==> config.mk <==
export PLATFORM = sky130hd
export DESIGN_NAME = shift_reg_univ
export DESIGN_NICKNAME = d
export VERILOG_FILES = /design/src/rtl/shift_reg_pkg.sv /design/src/rtl/reg_bit_cell.sv /design/src/rtl/shift_reg_univ.sv
export SDC_FILE = /design/constraint.sdc
export NUM_CORES = 1
export LEC_CHECK = 0
export ABC_CLOCK_PERIOD_IN_PS = 1400
export BUFFER_PORTS_ARGS = -buffer_cell sky130_fd_sc_hd__buf_2
export CORE_MARGIN = 2
export CORE_UTILIZATION = 42
export DETAILED_ROUTE_END_ITERATION = 8
export GPL_TIMING_DRIVEN = 0
export PLACE_DENSITY = 0.83
export SYNTH_ARGS = -nofsm -noshare
export SYNTH_HDL_FRONTEND = slang
export SYNTH_SLANG_ARGS = --single-unit
==> constraint.sdc <==
create_clock -name CLK -period 1.4 [get_ports CLK]
set_input_delay 0.28 -clock CLK [delete_from_list [all_inputs] [get_ports CLK]]
set_output_delay 0.28 -clock CLK [all_outputs]
set_load 0.1 [all_outputs]
==> src/rtl/shift_reg_pkg.sv <==
// Shared mode encodings and sizing helper for the universal shift register.
// Imported by the top so ports and the counter width agree.
package shift_reg_pkg;

  localparam logic [1:0] MODE_HOLD = 2'b00;
  localparam logic [1:0] MODE_SHR  = 2'b01;
  localparam logic [1:0] MODE_SHL  = 2'b10;
  localparam logic [1:0] MODE_LOAD = 2'b11;

  // Bits needed to hold a shift count from 0 up to and including w.
  function automatic int cnt_w(input int w);
    return $clog2(w + 1);
  endfunction

endpackage

==> src/rtl/reg_bit_cell.sv <==
// Single clearable D flop with true and complement outputs; one-edge latency.
// Clear is asynchronous active-low and forces the parameterised reset value.
module reg_bit_cell #(
  parameter logic RESET_VAL = 1'b0
) (
  input  logic i_clk,
  input  logic i_clr_n,
  input  logic i_d,
  output logic o_q,
  output logic o_q_bar
);

  logic r_q;

  always_ff @(posedge i_clk or negedge i_clr_n) begin
    if (!i_clr_n) begin
      r_q <= RESET_VAL;
    end else begin
      r_q <= i_d;
    end
  end

  assign o_q     = r_q;
  assign o_q_bar = ~r_q;

endmodule

==> src/rtl/shift_reg_univ.sv <==
// Universal WIDTH-bit register: hold / shift right / shift left / load, optional rotate.
// One-edge latency; counts shifts since the last load and pulses DONE once per full word.
module shift_reg_univ
  import shift_reg_pkg::*;
#(
  parameter int               WIDTH     = 8,
  parameter logic [WIDTH-1:0] RESET_VAL = {WIDTH{1'b0}},
  localparam int              CW        = cnt_w(WIDTH)
) (
  input  logic             CLK,
  input  logic             CLR,
  input  logic             EN,
  input  logic [1:0]       MODE,
  input  logic             ROT,
  input  logic             SER_IN_R,
  input  logic             SER_IN_L,
  input  logic [WIDTH-1:0] D,
  output logic [WIDTH-1:0] Q,
  output logic [WIDTH-1:0] Q_BAR,
  output logic             SER_OUT_R,
  output logic             SER_OUT_L,
  output logic [CW-1:0]    CNT,
  output logic             DONE
);

  localparam logic [CW-1:0] CNT_MAX = CW'(WIDTH);

  logic [WIDTH-1:0] w_q;
  logic [WIDTH-1:0] w_q_nxt;
  logic             w_shift;
  logic             w_load;
  logic [CW-1:0]    r_cnt;
  logic             r_done;

  always_comb begin
    w_q_nxt = w_q;
    w_shift = 1'b0;
    w_load  = 1'b0;
    if (EN) begin
      case (MODE)
        MODE_SHR: begin
          w_q_nxt = {(ROT ? w_q[0] : SER_IN_R), w_q[WIDTH-1:1]};
          w_shift = 1'b1;
        end
        MODE_SHL: begin
          w_q_nxt = {w_q[WIDTH-2:0], (ROT ? w_q[WIDTH-1] : SER_IN_L)};
          w_shift = 1'b1;
        end
        MODE_LOAD: begin
          w_q_nxt = D;
          w_load  = 1'b1;
        end
        default: w_q_nxt = w_q;
      endcase
    end
  end

  for (genvar gi = 0; gi < WIDTH; gi++) begin : g_cell
    reg_bit_cell #(
      .RESET_VAL (RESET_VAL[gi])
    ) u_cell (
      .i_clk   (CLK),
      .i_clr_n (CLR),
      .i_d     (w_q_nxt[gi]),
      .o_q     (w_q[gi]),
      .o_q_bar (Q_BAR[gi])
    );
  end

  // Counter saturates at WIDTH, so DONE can fire only on the single step into WIDTH.
  always_ff @(posedge CLK or negedge CLR) begin
    if (!CLR) begin
      r_cnt  <= '0;
      r_done <= 1'b0;
    end else begin
      r_done <= 1'b0;
      if (w_load) begin
        r_cnt <= '0;
      end else if (w_shift && (r_cnt != CNT_MAX)) begin
        r_cnt  <= r_cnt + 1'b1;
        r_done <= (r_cnt == (CNT_MAX - 1'b1));
      end
    end
  end

  assign Q         = w_q;
  assign SER_OUT_R = w_q[0];
  assign SER_OUT_L = w_q[WIDTH-1];
  assign CNT       = r_cnt;
  assign DONE      = r_done;

endmodule

==> metrics.md <==
| Metric | Value |
|---|---|
| Post-synthesis xor/xnor area fraction | 0% |
| Metal3 WL | about 180 um |
| Final hold slack | approximately 0.36 ns |
| Largest stage delay on the critical path | between 0.4 and 0.5 ns |
| Layout cells sized above 1 | between 50% and 60% |
| Area leader, netlist | dfrtp_1 |
| Seq/Total Area, Yosys | 36.5% |
| Top cells by area, synth | dfrtp_1 36%, buf_4 13%, ha_1 7.0% |
| Core ar. | 1980 sq um |
| Dpl cells | 162 |
| Leakage power | 0.683 nW |
| Yosys reg bits | 13 |
| Area grow syn2layout | 53.2% |
| Final nets | 164 |
| Yosys top cell area share | 36.5% |
| Placed inst area | between 1000 and 1500 sq um |
| Crit end category | register |
| Reg2Reg Depth | 5 |
| Required @ worst endpoint | between 1.5 and 2 ns |
| Hold Startpoint | D[0] |
| Chip Height | 50.1 um |
| Placer Congestion | between 0.7 and 0.8 |
| Skew-Pair Late Insertion Delay | 0.27 ns |
| Top delay family on crit path | simple AND/OR/NAND/NOR gates |
| Hold Fails Final Rpt | 0 |
| Max-Cap Viols | 0 |
| Met2 Routed Length | 1.19 mm |
| Site Rows | 16 |
| Post-route DRC | 0 |
| Adder-cell area share of the yosys netlist | under 10% |
| Fin util | 68.9% |
| Routed vias/inst | between 5 and 6 |
| Detailed Place HPWL | 1.49 mm |
| RSZ-0062 raised after global routing | yes |
| Main combinational cell family by area after synthesis | compound AO/OA/AOI/OAI gates |
| Post-synthesis compound-gate area fraction | approximately a quarter |
| FF-to-FF End | CNT[0] |
| Vias | 852 |
| Final Non-Filler Cells | 169 |
| Initial antenna violation count | 0 |
| Worst-path clk slew | 0.08 ns |
| Num CTS Buffers | 3 |
| Worst-margin pin slew | 0.483 ns |
| Total track usage | about 17% |
| CP max stage cell | dfrtp_4 |
| Diodes inserted | 0 |
| P per Cell Area | approximately 1900 nW/um^2 |
| Post-route minimum period | 1.40 ns |
| WL per Instance | about 13 um |
| Root Buffer Master | clkbuf_4 |
| Die area | 2510 sq um |
| Reg2reg setup slack | 0.002 ns |
| Clock Tree Buf Depth | 2 |
| Status | finished clean |
| Hold crit path type | in2reg |
| Gr ovfl total | 0 |
| Number of global-route vias before repair | ~800 |
| Clk sinks | 13 |
| Wire length on met1 | 862 um |
| Fin crit share | around 100% |
| Pin count of the biggest net entering global routing | 14 |
| Mapped cell area | around 890 sq um |
| Avg Cell Area, Syn | 9.20 sq um |
| Critical R2R Launch | CNT[1] |
| Simple-gate share of the synthesized area | 9.82% |
| Top Ports | 39 |
| Critical Path Fanout Max | 5 |
| Syn nets | 118 |
| Starting Density | between 40 and 50% |
| First-pass GRT wire length | 3.40 mm |
| DR pass1 iterations | 5 |
| CTS tree | yes |
| ANT nets after route | 0 |
| Max layer used | met4 |
| Worst Setup Path Type | reg2reg |
| Fmax | 0.715 GHz |
| Arr. time, crit path | 1.60 ns |
| H-tree depth | 1 |
| Netlist cell types | 24 |
| Worst slew margin | 68.0% |
| Die X | 50.1 um |
| Maximum vdd drop | ~0.0013 V |
| Worst Path Buf+Inv | 1 |
| Skew final | between 0.001 and 0.0015 ns |
| Cells after Synth | 97 |
| WHS Path Cells | 3 |
| Cell breakdown of the critical path | inv_4 > ha_4 > and3b_2 > or3_4 > a21oi_2 |
| Critical path depth | 5 |
| Nature of the critical path startpoint | register |
| Synth warn | 0 |
| Total Routed Length | between 2 and 2.5 mm |
| Final max-slew violation count | 0 |
| CP startpoint | CNT[1] |
| Port-buffer cells | 38 |
| Finished Cell Area | 1370 sq um |
| Initial DRC Count | 13 |
| # setup viols final | 0 |
| Worst hold endpoint | g_cell[0].u_cell.o_q |
| Mux contribution to synthesized area | 2.52% |
cells in the final DEF, fill, tap and decap left out, types with 2 or more instances in the layout:
cell type  instances
buf_8              2
dfrtp_1            7
nand2_1            6
a22oi_1            2
nand3_1            2
clkbuf_4           5
buf_6              3
dfrtp_2            4
mux2_2             2
o21ai_0            2
a211oi_1           6
dfrtp_4            2
a221oi_1           2
buf_12             6
a22o_1             6
buf_4             27
buf_2             19
inv_1             10
ha_1               4
a21oi_1            8
worst register-to-register path, delay by kind of cell, from the launching register on:
kind | cells | cell delay (ns)
simple gates | 2 | 0.55
flops | 1 | 0.46
fa+ha+maj | 1 | 0.15
compound gates | 1 | 0.13
buf+inv | 1 | 0.04
worst max path at each step:
stage	end	slack (ns)
2_1_floorplan	CNT[0]	-0.14
3_3_place_gp	g_cell[1].u_cell.o_q	-0.05
3_5_place_dp	g_cell[2].u_cell.o_q	-0.07
4_1_cts	CNT[0]	0.01
5_1_grt	CNT[0]	-0.06
6_report	CNT[0]	0.002
Yosys cell counts (all sizes together):
cell and number:
nand2 6, nand2b 1, dfrtp 13, inv 12, ha 5, o211ai 1
nand3 2, a22oi 2, a21oi 9, o31ai 1, mux2 2, a221oi 2
o21ai 2, buf 19, and2 1, nor4b 1, and3b 1, a22o 6
a211o 1, nor2 1, or3 2, a211oi 6, clkbuf 1
routing by layer:
metal | vias to the layer above | global-route usage, %
met4 | 0 | 2.78
met2 | 36 | 30.3
met3 | 2 | 3.64
met1 | 402 | 21.4
met5 | - | 0
li1 | 412 | -
flip-flops by register name (all words and copies together) (netlist names):
register           count
g_cell.u_cell.o_q      8
CNT                    4
DONE                   1
final cells by class:
class,count,area (sq um)
buffer,20,140
clock buffer,4,26.3
fill,164,616
inverter,12,47.5
multi-input combinational,52,409
sequential,13,338
tap,27,33.8
timing repair buffer,41,372
per-stage QoR:
step           setup slack [ns]  setup TNS (ns)  power (W)
6_report                0.00175               0    0.00258
5_1_grt                 -0.0610          -0.116    0.00270
4_1_cts                  0.0121               0    0.00241
3_5_place_dp            -0.0694          -0.330    0.00206
3_3_place_gp            -0.0465          -0.181    0.00203
2_1_floorplan            -0.137          -0.143    0.00185
power by group:
part	internal, W	leakage, nW	total (W)	switching [W]
Sequential	0.000468	0.147	0.000568	0.000101
Clock	0.000110	0.0150	0.000230	0.000120
Combinational	0.000542	0.521	0.00179	0.00124
kinds of logic after synthesis:
family | count (synthesis)
AOI/OAI and AO/OA | 30
and+or+nand+nor | 15
buffers and inverters | 32
DFF | 13
muxes | 2
adders and majority gates | 5
what timing repair did:
item                       4_1_cts  5_1_grt
pin swaps                        2        1
hold endpoints to repair        13        0
hold buffers                     1        0
setup endpoints to repair       21       14
setup buffers                    0        2
resized for setup               29       24
(Power assumes the default switching activity.)
